$ cat src/rtl/msx_ram_arbiter.sv
// Shares one byte-wide memory port between loader, CPU and device requesters; optional stats via RAM_ARB_STATS_EN.
// Latency: request seen in IDLE at t -> mem_ce at t+1 -> ack at t+3 when mem_done arrives at t+2.
// Backpressure: requests are levels held until their 1-cycle ack; the Z80 is stalled via cpu_wait_n meanwhile.
module msx_ram_arbiter #(
    parameter int ADDR_W    = 27,
    parameter int CPU_BURST = 4,
    parameter int TIMEOUT   = 255
) (
    input  logic              clk,
    input  logic              reset_n,
    input  logic              ld_req,
    input  logic [ADDR_W-1:0] ld_addr,
    input  logic [7:0]        ld_din,
    output logic              ld_ack,
    input  logic              cpu_req,
    input  logic              cpu_rnw,
    input  logic [ADDR_W-1:0] cpu_addr,
    input  logic [7:0]        cpu_din,
    output logic [7:0]        cpu_dout,
    output logic              cpu_ack,
    output logic              cpu_wait_n,
    input  logic              dev_req,
    input  logic              dev_rnw,
    input  logic [ADDR_W-1:0] dev_addr,
    input  logic [7:0]        dev_din,
    output logic [7:0]        dev_dout,
    output logic              dev_ack,
    output logic              mem_ce,
    output logic              mem_rnw,
    output logic [ADDR_W-1:0] mem_addr,
    output logic [7:0]        mem_din,
    input  logic [7:0]        mem_dout,
    input  logic              mem_done,
    output logic              timeout_err
`ifdef RAM_ARB_STATS_EN
    ,
    output logic [15:0]       stat_ld,
    output logic [15:0]       stat_cpu,
    output logic [15:0]       stat_dev,
    output logic [7:0]        stat_timeouts
`endif
);

    typedef enum logic [1:0] {S_IDLE, S_GRANT, S_WAIT_MEM, S_ACK} state_t;
    typedef enum logic [1:0] {W_LD, W_CPU, W_DEV} win_t;

    localparam logic [7:0] TO_LAST   = 8'(TIMEOUT - 1);
    localparam logic [3:0] BURST_MAX = 4'(CPU_BURST);

    state_t            state, state_nxt;
    win_t              win, sel;
    logic              any_req;
    logic              dev_forced;
    logic              sel_rnw;
    logic [ADDR_W-1:0] sel_addr;
    logic [7:0]        sel_din;
    logic [7:0]        to_cnt;
    logic              to_expire;
    logic [3:0]        burst_cnt;

    assign any_req    = ld_req | cpu_req | dev_req;
    assign dev_forced = dev_req && (burst_cnt == BURST_MAX);
    assign to_expire  = (to_cnt == TO_LAST);

    // Loader always wins; a starved device overtakes the CPU once the burst quota is used up.
    always_comb begin
        sel      = W_DEV;
        sel_rnw  = dev_rnw;
        sel_addr = dev_addr;
        sel_din  = dev_din;
        if (ld_req) begin
            sel      = W_LD;
            sel_rnw  = 1'b0;
            sel_addr = ld_addr;
            sel_din  = ld_din;
        end else if (cpu_req && !dev_forced) begin
            sel      = W_CPU;
            sel_rnw  = cpu_rnw;
            sel_addr = cpu_addr;
            sel_din  = cpu_din;
        end
    end

    always_ff @(posedge clk or negedge reset_n) begin
        if (!reset_n) state <= S_IDLE;
        else          state <= state_nxt;
    end

    always_comb begin
        state_nxt = state;
        case (state)
            S_IDLE:     if (any_req) state_nxt = S_GRANT;
            S_GRANT:    state_nxt = S_WAIT_MEM;
            S_WAIT_MEM: if (mem_done || to_expire) state_nxt = S_ACK;
            S_ACK:      state_nxt = S_IDLE;
            default:    state_nxt = S_IDLE;
        endcase
    end

    assign ld_ack     = (state == S_ACK) && (win == W_LD);
    assign cpu_ack    = (state == S_ACK) && (win == W_CPU);
    assign dev_ack    = (state == S_ACK) && (win == W_DEV);
    assign cpu_wait_n = ~(cpu_req & ~cpu_ack);

    // The memory strobe is raised on the arbitration edge so the port sees the request in GRANT.
    always_ff @(posedge clk or negedge reset_n) begin
        if (!reset_n) begin
            win         <= W_LD;
            mem_ce      <= 1'b0;
            mem_rnw     <= 1'b1;
            mem_addr    <= '0;
            mem_din     <= 8'h00;
            cpu_dout    <= 8'h00;
            dev_dout    <= 8'h00;
            timeout_err <= 1'b0;
            to_cnt      <= 8'h00;
        end else begin
            case (state)
                S_IDLE: begin
                    if (any_req) begin
                        win      <= sel;
                        mem_ce   <= 1'b1;
                        mem_rnw  <= sel_rnw;
                        mem_addr <= sel_addr;
                        mem_din  <= sel_din;
                    end
                end
                S_GRANT: to_cnt <= 8'h00;
                S_WAIT_MEM: begin
                    if (mem_done) begin
                        mem_ce <= 1'b0;
                        if (mem_rnw && win == W_CPU) cpu_dout <= mem_dout;
                        if (mem_rnw && win == W_DEV) dev_dout <= mem_dout;
                    end else if (to_expire) begin
                        mem_ce      <= 1'b0;
                        timeout_err <= 1'b1;
                        if (win == W_CPU) cpu_dout <= 8'hFF;
                        if (win == W_DEV) dev_dout <= 8'hFF;
                    end else begin
                        to_cnt <= to_cnt + 8'd1;
                    end
                end
                default: ;
            endcase
        end
    end

    always_ff @(posedge clk or negedge reset_n) begin
        if (!reset_n) begin
            burst_cnt <= 4'd0;
        end else if (!dev_req) begin
            burst_cnt <= 4'd0;
        end else if (state == S_IDLE && any_req) begin
            if (sel == W_DEV)
                burst_cnt <= 4'd0;
            else if (sel == W_CPU && burst_cnt != BURST_MAX)
                burst_cnt <= burst_cnt + 4'd1;
        end
    end

`ifdef RAM_ARB_STATS_EN
    always_ff @(posedge clk or negedge reset_n) begin
        if (!reset_n) begin
            stat_ld       <= 16'h0000;
            stat_cpu      <= 16'h0000;
            stat_dev      <= 16'h0000;
            stat_timeouts <= 8'h00;
        end else begin
            if (state == S_IDLE && any_req) begin
                case (sel)
                    W_LD:    stat_ld  <= stat_ld + 16'd1;
                    W_CPU:   stat_cpu <= stat_cpu + 16'd1;
                    default: stat_dev <= stat_dev + 16'd1;
                endcase
            end
            if (state == S_WAIT_MEM && !mem_done && to_expire && stat_timeouts != 8'hFF)
                stat_timeouts <= stat_timeouts + 8'd1;
        end
    end
`endif

endmodule

$ cat config.mk
export PLATFORM = sky130hd
export DESIGN_NAME = msx_ram_arbiter
export DESIGN_NICKNAME = d
export VERILOG_FILES = /design/src/rtl/msx_ram_arbiter.sv
export SDC_FILE = /design/constraint.sdc
export NUM_CORES = 1
export LEC_CHECK = 0
export ABC_CLOCK_PERIOD_IN_PS = 2210
export BUFFER_PORTS_ARGS = -buffer_cell sky130_fd_sc_hd__buf_2
export CORE_UTILIZATION = 47
export DETAILED_ROUTE_END_ITERATION = 10
export GPL_TIMING_DRIVEN = 0
export PLACE_DENSITY_LB_ADDON = 0.3
export RECOVER_POWER = 100
export SYNTH_ARGS = -nofsm -noshare
export SYNTH_HDL_FRONTEND = slang
export SYNTH_SLANG_ARGS = --single-unit
$ cat constraint.sdc
create_clock -name clk -period 2.21 [get_ports clk]
set_input_delay 0.442 -clock clk [delete_from_list [all_inputs] [get_ports clk]]
set_output_delay 0.442 -clock clk [all_outputs]
set_load 0.01 [all_outputs]
Word-level counts from Yosys, hierarchy flattened:

Index checks and enable logic that the tools add are counted.
Widths: inputs -> output; s select.

* bits in registers: 70
* logic and storage cells: 94

* add/sub/neg operators: 2
* eq/ne operators: 19
* multiplexer cells: 30
* bitwise gates (word level): 6
* reduce and logical (&&, ||, !) cells: 26

Operator list (count)
* $mux 8: 12
* $mux 27: 2
* $mux 4: 4
* $pmux 8 s2: 1
* $reduce_bool 2->1: 5
* $logic_and 1x1->1: 9
* $reduce_and 3->1: 3
* $add 8x1->8 const B: 1
* $eq 2x2->1 const B: 4
* $eq 8x8->1 const B: 1
* $mux 2: 4
* $ne 2x2->1 const B: 4
* $pmux 2 s4: 1
* $reduce_and 4->1: 2
* $eq 2x1->1 const B: 3
* $ne 2x1->1 const B: 3
* $reduce_and 2->1: 3
* $mux 1: 5
* $add 4x1->4 const B: 1
* $eq 4x3->1 const B: 1
* $logic_not 2->1: 2
* $ne 4x3->1 const B: 1
* $ne 3x1->1 const B: 1
* $ne 3x3->1 const B: 1
* other kinds (6): 9

Logic depth before layout (Yosys ltp):

Gate-level depths: netlist of the first run.

* word-level depth: 12
* mapped depth: 8

Least setup slack after synthesis of the first run:

No wires, ideal clock.

* path kind: reg-to-reg
* from: register state[0]
* to: register state[1]
* data arrival time: 1596 ps
* data required time: 2085 ps
* slack: 489 ps
* stages on the path, launching flop included: 9
* path through: dfrtp_1 -> inv_1 -> ha_1 -> buf_2 -> nand2b_1 -> clkbuf_1 -> nor3_1 -> nor2_1 -> mux2_2

* cells in the longest elaborated chain, start to end: 3
* elaborated cells between the ends (all ways): 8
* those cells by class: 5 x eq/ne; 1 x mux; 2 x reduce/logical

Ends and longest elaborated chain
* from (decl): RTL line 50 `state_t state, state_nxt;`
* from (signal assigned): RTL line 86 `else state <= state_nxt;`
* $eq 2x2->1 or $logic_not 2->1 (tied branches): RTL line 91 `case (state)`
* $ne 2x2->1 (no source line)
* $reduce_and 2->1 (no source line)

Several ways; a longest one is shown, not always the timed one.
A chain may end at the register's enable or synchronous reset.

Worst setup path after layout of the first run:

Same ends and word-level chain as after synthesis.

==> results.sh, run 1 <==
export IMPL_fin_skew_ns=0.0100
export IMPL_yosysSeqAreaShare_pct=47.3
export IMPL_ant_nets=0
export IMPL_core_mm2=0.00769
export IMPL_post_cts_setup_buffers=0
export IMPL_start_util_pct=48.2
export IMPL_tightestPinTransition_ns=1.71
export IMPL_cts_reportedPaths_clkPinSlew_ns=0.07
export IMPL_overflow=0
export IMPL_path_cells="inv_1, ha_1, buf_2, nand2b_1, nor3_1, nor2_1, mux2_2"
export IMPL_cts_resized=0
export IMPL_status="finished with violations"
export IMPL_final_cell_mix="buf_2 (127), clkbuf_1 (69), dfrtp_1 (69)"
export IMPL_async_reset_ff_share_pct=100
export IMPL_path_buf_inv=2
export IMPL_clkLatencyLatePin_ns=0.34
export IMPL_placed_cell_area_mm2=0.00472
export IMPL_maxCapViolations=1
export IMPL_slowest_delay_ns=0.42
export IMPL_cts_root_buf="clkbuf_8"
export IMPL_drtIter0Drc=127
export IMPL_p_leak_nw=2.22
export IMPL_slew_headroom_pct=-14.1
export IMPL_first_pass_iters=4
export IMPL_fin_crit_ns=1.98
export IMPL_drv_slew=71
export IMPL_cp_data_required_time_ns=2.44
export IMPL_hold_path_class="primary input to flop"
export IMPL_avgSynthCellArea_um2=10.5
export IMPL_clock_path_buffers=2
export IMPL_finalCritPeriodShare_pct=89.6
export IMPL_wl_per_cell_um=15.1
export IMPL_htree_num_levels=3
export IMPL_dp_cells=632
export IMPL_grt_pass1_vias=3394
export IMPL_pwr_share_comb_pct=41.2
export IMPL_antenna_cells=0
export IMPL_synth_area_mm2=0.00370
export IMPL_critPathLaunchType="flop"
export IMPL_synthCells=353
export IMPL_internal_power_w=0.00328
export IMPL_synth_edf_count=0
export IMPL_drc=0
export IMPL_failed_checks="capacitance limit, slew limit"
export IMPL_num_vias=3560
export IMPL_gp_congestion=0.862
export IMPL_swShare_pct=39.5
export IMPL_rsz0062_at_grt="false"
export IMPL_io_pins=179
export IMPL_cts_sinks=70
export IMPL_wirelength_um=9800
export IMPL_power_frac_clock_pct=18.2
export IMPL_cts_tree="built"
export IMPL_ir_drop_uv=541
export IMPL_hpwl_um=7220
export IMPL_crit_path_end_kind="flop"
export IMPL_synth_distinct_cells=53
export IMPL_die_w_um=90.8
export IMPL_grt_pass1_wl_um=16100
export IMPL_cellPowerDensity_mw_per_mm2=1130
export IMPL_timing_fmax_mhz=505
export IMPL_hold_viol_final=0
export IMPL_die_y_um=90.8
export IMPL_postCtsHoldBufs=0
export IMPL_antenna_found_initial=0
export IMPL_critPathMaxFanout=10
export IMPL_p_sw_w=0.00214
export IMPL_crit_arrival_ns=2.21
export IMPL_seqPwrFrac_pct=40.6
export IMPL_yosys_warnings=0
export IMPL_via_per_inst=5.50
export IMPL_grt_usage_pct=24.6
export IMPL_grt_max_degree=71
export IMPL_hold_slack_ns=0.300
export IMPL_critical_path_class="flop to flop"
export IMPL_ys_ff_latch=70
export IMPL_fin_util_pct=62.4
export IMPL_final_common_cell="buf_2"
export IMPL_fin_setup_tns_ns=0
export IMPL_placementRows=32
export IMPL_ys_flop_type="dfrtp_1"
export IMPL_syn_nets=482
export IMPL_cts_buffers=9
export IMPL_portBuffers=177
export IMPL_cp_slowest_cell="dfrtp_1"
export IMPL_syn2layout_area_growth_pct=29.5
export IMPL_final_cells=647
export IMPL_die_area_mm2=0.00824
export IMPL_nNetsFinal=669
export IMPL_path_delay_family="simple AND/OR/NAND/NOR gates"
export IMPL_setup_violations=0
export IMPL_final_layout_size_suffix_gt1_share_pct=31.4
export IMPL_design_area_mm2=0.00480
[registers in the layout (all words and copies together) (netlist names), 2 cells and up]
name,flops
burst_cnt,4
win,2
cpu_dout,8
mem_din,8
to_cnt,8
mem_addr,27
state,2
dev_dout,8
[power by group through the flow]
stage	clock [W]	combinational (W)	sequential, W
after floorplan	0	0.00120	0.00241
after global placement	0	0.00234	0.00218
after detailed placement	0	0.00242	0.00220
after CTS	0.00101	0.00241	0.00218
after global routing	0.00108	0.00250	0.00228
final	0.000988	0.00223	0.00220
[stage by stage]
stage / setup slack [ns] / power [W]
after global routing: 0.0683 / 0.00587
final: 0.229 / 0.00542
after global placement: 0.253 / 0.00452
after CTS: 0.181 / 0.00560
after detailed placement: 0.204 / 0.00461
after floorplan: 0.489 / 0.00361
[cell usage after synthesis, types with 2 or more instances]
cell,instances,area (µm²)
dfrtp_1,69,1730
nand2b_1,4,25.0
o311ai_0,2,17.5
nor3b_1,4,30.0
buf_4,3,22.5
o21ai_0,22,110
mux2i_1,19,190
nor2b_1,21,131
nor2_1,23,86.3
a21oi_1,18,90.1
o2bb2ai_1,20,175
nand3_1,8,40.0
or3_1,2,12.5
o31ai_1,2,15.0
nand2_1,15,56.3
inv_1,6,22.5
buf_2,10,50.1
o32a_2,15,169
a21o_1,2,15.0
a221oi_1,19,166
a21oi_4,2,32.5
and2_1,2,12.5
nand4_1,2,12.5
and3_1,16,100
a21boi_0,2,15.0
buf_6,2,22.5
ha_1,8,100
clkbuf_1,10,37.5
[path summary, 6_finish.rpt]
check / from / to / slack [ns] / depth (start not counted)
setup / recovery: state[0]$_DFFE_PN0P_ / state[1]$_DFFE_PN0P_ / 0.23 / 7
hold / removal: cpu_addr[11] / mem_addr[11]$_DFFE_PN0P_ / 0.30 / 2
setup reg to reg: state[0]$_DFFE_PN0P_ / state[1]$_DFFE_PN0P_ / 0.23 / 7
hold reg to reg: timeout_err$_DFFE_PN0P_ / timeout_err$_DFFE_PN0P_ / 0.48 / 1
max in group asynchronous: reset_n / mem_addr[14]$_DFFE_PN0P_ / 0.65 / 1
min in group asynchronous: reset_n / to_cnt[4]$_DFFE_PN0P_ / 0.55 / 1
[layout make-up]
cell class | instances | area, µm²
Fill cell | 738 | 2890
Multi-Input combinational cell | 251 | 1770
Sequential cell | 70 | 1750
Timing Repair Buffer | 177 | 816
Clock buffer | 11 | 131
Buffer | 25 | 129
Tap cell | 102 | 128
Clock inverter | 5 | 50.0
Inverter | 6 | 22.5
[layer usage]
metal,GRT usage (%),share of wire (%),vias to the layer above
li1,-,-,1706
met1,31.7,44,1715
met2,41.2,49,131
met3,5.56,6.0,8
met4,7.41,0.76,0
met5,0,0,-
[worst register-to-register path, cell delays in order (launching register included)]
cell,delay [ns]
dfrtp_1,0.42
inv_1,0.10
ha_1,0.21
buf_2,0.22
nand2b_1,0.21
nor3_1,0.31
nor2_1,0.12
mux2_2,0.28
[cells by family (layout without fill, tap and decap cells)]
kind of cell | count (synthesis) | count (layout) | share of synthesized area [%]
compound gates | 113 | 113 | 23.7
simple gates | 110 | 110 | 16.5
flops | 70 | 70 | 47.3
mux | 20 | 20 | 5.44
buf+inv | 32 | 224 | 4.32
fa+ha+maj | 8 | 8 | 2.70
(Power assumes the default switching activity.)
==> run 2, diff against run 1 <==
- CORE_MARGIN: unset -> 3
==> run 2 against run 1 <==
  * Via count down 0.62%
  * Critical path depth up 1
  * Wire length up 6.9%
  * Largest power group unchanged
  * Worst setup slack worse by 0.040 ns
  * Clock skew down 0.0015 ns
  * Cell count down 0.31%
  * Fmax down 2.0%
  * Design area up 0.76%
  * Utilization up 2.5 points
  * Clock power up 17%
  * The flow still finishes with violations (capacitance limit, slew limit)
  * Sequential share of layout area down 0.27 points
==> results.sh, run 2 (same netlist as run 1, synthesis figures left out) <==
export IMPL_grt_pass1_vias=3593
export IMPL_gp_congestion=0.826
export IMPL_drc=0
export IMPL_preCtsSetupSlack_ns=0.226
export IMPL_failed_checks="capacitance limit, slew limit"
export IMPL_placementRows=31
export IMPL_fin_ws_ns=0.189
export IMPL_overflow=0
export IMPL_internal_power_w=0.00341
export IMPL_crit_arrival_ns=2.25
export IMPL_grt_pass1_wl_um=16700
export IMPL_wirelength_um=10500
export IMPL_syn2layout_area_growth_pct=30.5
export IMPL_timing_fmax_mhz=495
export IMPL_hpwl_um=7880
export IMPL_cp_data_required_time_ns=2.44
export IMPL_first_pass_iters=4
export IMPL_crit_path_end_kind="flop"
export IMPL_htree_num_levels=3
export IMPL_critPathMaxFanout=10
export IMPL_start_util_pct=49.7
export IMPL_io_pins=179
export IMPL_pwr_share_comb_pct=40.4
export IMPL_path_common_cell="buf_2"
export IMPL_fin_crit_ns=2.02
export IMPL_drtIter0Drc=105
export IMPL_core_mm2=0.00745
export IMPL_p_sw_w=0.00222
export IMPL_cts_sinks=70
export IMPL_hold_viol_final=0
export IMPL_antenna_cells=0
export IMPL_setup_violations=0
export IMPL_die_area_mm2=0.00898
export IMPL_finalCritPeriodShare_pct=91.4
export IMPL_cp_slowest_cell="dfrtp_1"
export IMPL_final_layout_size_suffix_gt1_share_pct=32.1
export IMPL_power_frac_clock_pct=20.6
export IMPL_cts_root_buf="clkbuf_8"
export IMPL_cts_reportedPaths_clkPinSlew_ns=0.08
export IMPL_worstHoldEndpoint="mem_addr[20]$_DFFE_PN0P_"
export IMPL_portBuffers=177
export IMPL_cts_resized=0
export IMPL_final_common_cell="buf_2"
export IMPL_via_per_inst=5.49
export IMPL_fin_setup_tns_ns=0
export IMPL_clock_path_buffers=2
export IMPL_ir_drop_uv=540
export IMPL_wl_per_cell_um=16.2
export IMPL_whs_path_depth=2
export IMPL_top_register="mem_addr"
export IMPL_reg2reg_to="mem_addr[0]$_DFFE_PN0P_"
export IMPL_tightestPinTransition_ns=1.70
export IMPL_cts_buffers=9
export IMPL_antenna_found_initial=0
export IMPL_largest_register_ffs=27
export IMPL_status="finished with violations"
export IMPL_path_cells="inv_1, ha_1, buf_2, o31ai_1, clkbuf_2, buf_2, a221oi_1, o2bb2ai_1"
export IMPL_hold_slack_ns=0.291
export IMPL_postCtsHoldBufs=0
export IMPL_cts_tree="built"
export IMPL_slew_headroom_pct=-13.3
export IMPL_rsz0062_at_grt="false"
export IMPL_clkLatencyLatePin_ns=0.35
export IMPL_die_y_um=94.8
export IMPL_fin_skew_ns=0.00847
export IMPL_r2r_start="state[0]$_DFFE_PN0P_"
export IMPL_critPathLaunchType="flop"
export IMPL_nNetsFinal=670
export IMPL_drv_slew=71
export IMPL_r2r_cells=8
export IMPL_final_cell_mix="buf_2 (127), dfrtp_1 (69), clkbuf_1 (66)"
export IMPL_worstHoldStart="cpu_addr[20]"
export IMPL_ant_nets=0
export IMPL_seqPwrFrac_pct=38.9
export IMPL_grt_max_degree=71
export IMPL_swShare_pct=39.5
export IMPL_post_cts_setup_buffers=0
export IMPL_critical_path_class="flop to flop"
export IMPL_r2r_slack_ns=0.19
export IMPL_die_w_um=94.8
export IMPL_slowest_delay_ns=0.42
export IMPL_num_vias=3538
export IMPL_p_leak_nw=2.23
export IMPL_grt_usage_pct=23.8
export IMPL_maxCapViolations=1
export IMPL_hold_path_class="primary input to flop"
export IMPL_cellPowerDensity_mw_per_mm2=1170
## run 2: changes by cell type in the layout (fill, tap and decap cells not counted), sizes merged
cell / delta
clkinv: -2
clkinvlp: +2
bufinv: +1
buf: -1
inv: +1
## run 2: metal layers
layer / GRT usage, % / part of all wire (%)
met4: 8.77 / 1.4
met2: 41.3 / 52
met5: 0 / 0
met1: 28.8 / 40
met3: 5.66 / 6.7
## run 2: how the worst max path moves through the flow
| stage | from | to | slack (ns) | cells past startpoint |
|---|---|---|---|---|
| global route | state[0]$_DFFE_PN0P_ | state[1]$_DFFE_PN0P_ | 0.03 | 8 |
| finish | state[0]$_DFFE_PN0P_ | mem_addr[0]$_DFFE_PN0P_ | 0.19 | 8 |
| CTS | state[0]$_DFFE_PN0P_ | state[1]$_DFFE_PN0P_ | 0.21 | 8 |
| global placement | state[0]$_DFFE_PN0P_ | state[1]$_DFFE_PN0P_ | 0.26 | 8 |
| floorplan | state[0]$_DFFE_PN0P_ | state[1]$_DFFE_PN0P_ | 0.49 | 8 |
| detailed placement | state[0]$_DFFE_PN0P_ | state[1]$_DFFE_PN0P_ | 0.23 | 8 |
## run 2: area by class of cell
type                            count  area (µm²)
Buffer                             26         129
Tap cell                           99         124
Clock buffer                        9         124
Timing Repair Buffer              177         816
Fill cell                         671        2610
Clock inverter                      7        97.6
Multi-Input combinational cell    251        1770
Sequential cell                    70        1750
Inverter                            6        22.5
## run 2: power groups by stage
stage / clock [W] / sequential (W) / combinational (W)
6_report: 0.00116 / 0.00219 / 0.00228
2_1_floorplan: 0 / 0.00241 / 0.00120
3_3_place_gp: 0 / 0.00217 / 0.00236
5_1_grt: 0.00124 / 0.00226 / 0.00255
3_5_place_dp: 0 / 0.00220 / 0.00246
4_1_cts: 0.00118 / 0.00218 / 0.00246
## run 2: worst max-delay path: cells and delay by family, from the launching register on
| kind | cells | cell delay (ns) |
|---|---|---|
| fa+ha+maj | 1 | 0.22 |
| flops | 1 | 0.42 |
| compound gates | 3 | 0.54 |
| buf+inv | 4 | 0.73 |
## run 2: per-stage QoR
stage / utilization, % / area, µm² / total power (W) / cells
floorplan: - / 3700 / 0.00361 / 353
global placement: 63.3 / 4710 / 0.00453 / 629
detailed placement: 63.3 / 4720 / 0.00465 / 629
CTS: 66.3 / 4940 / 0.00582 / 645
global route: 64.9 / 4830 / 0.00606 / 645
finish: 64.9 / 4830 / 0.00563 / 645
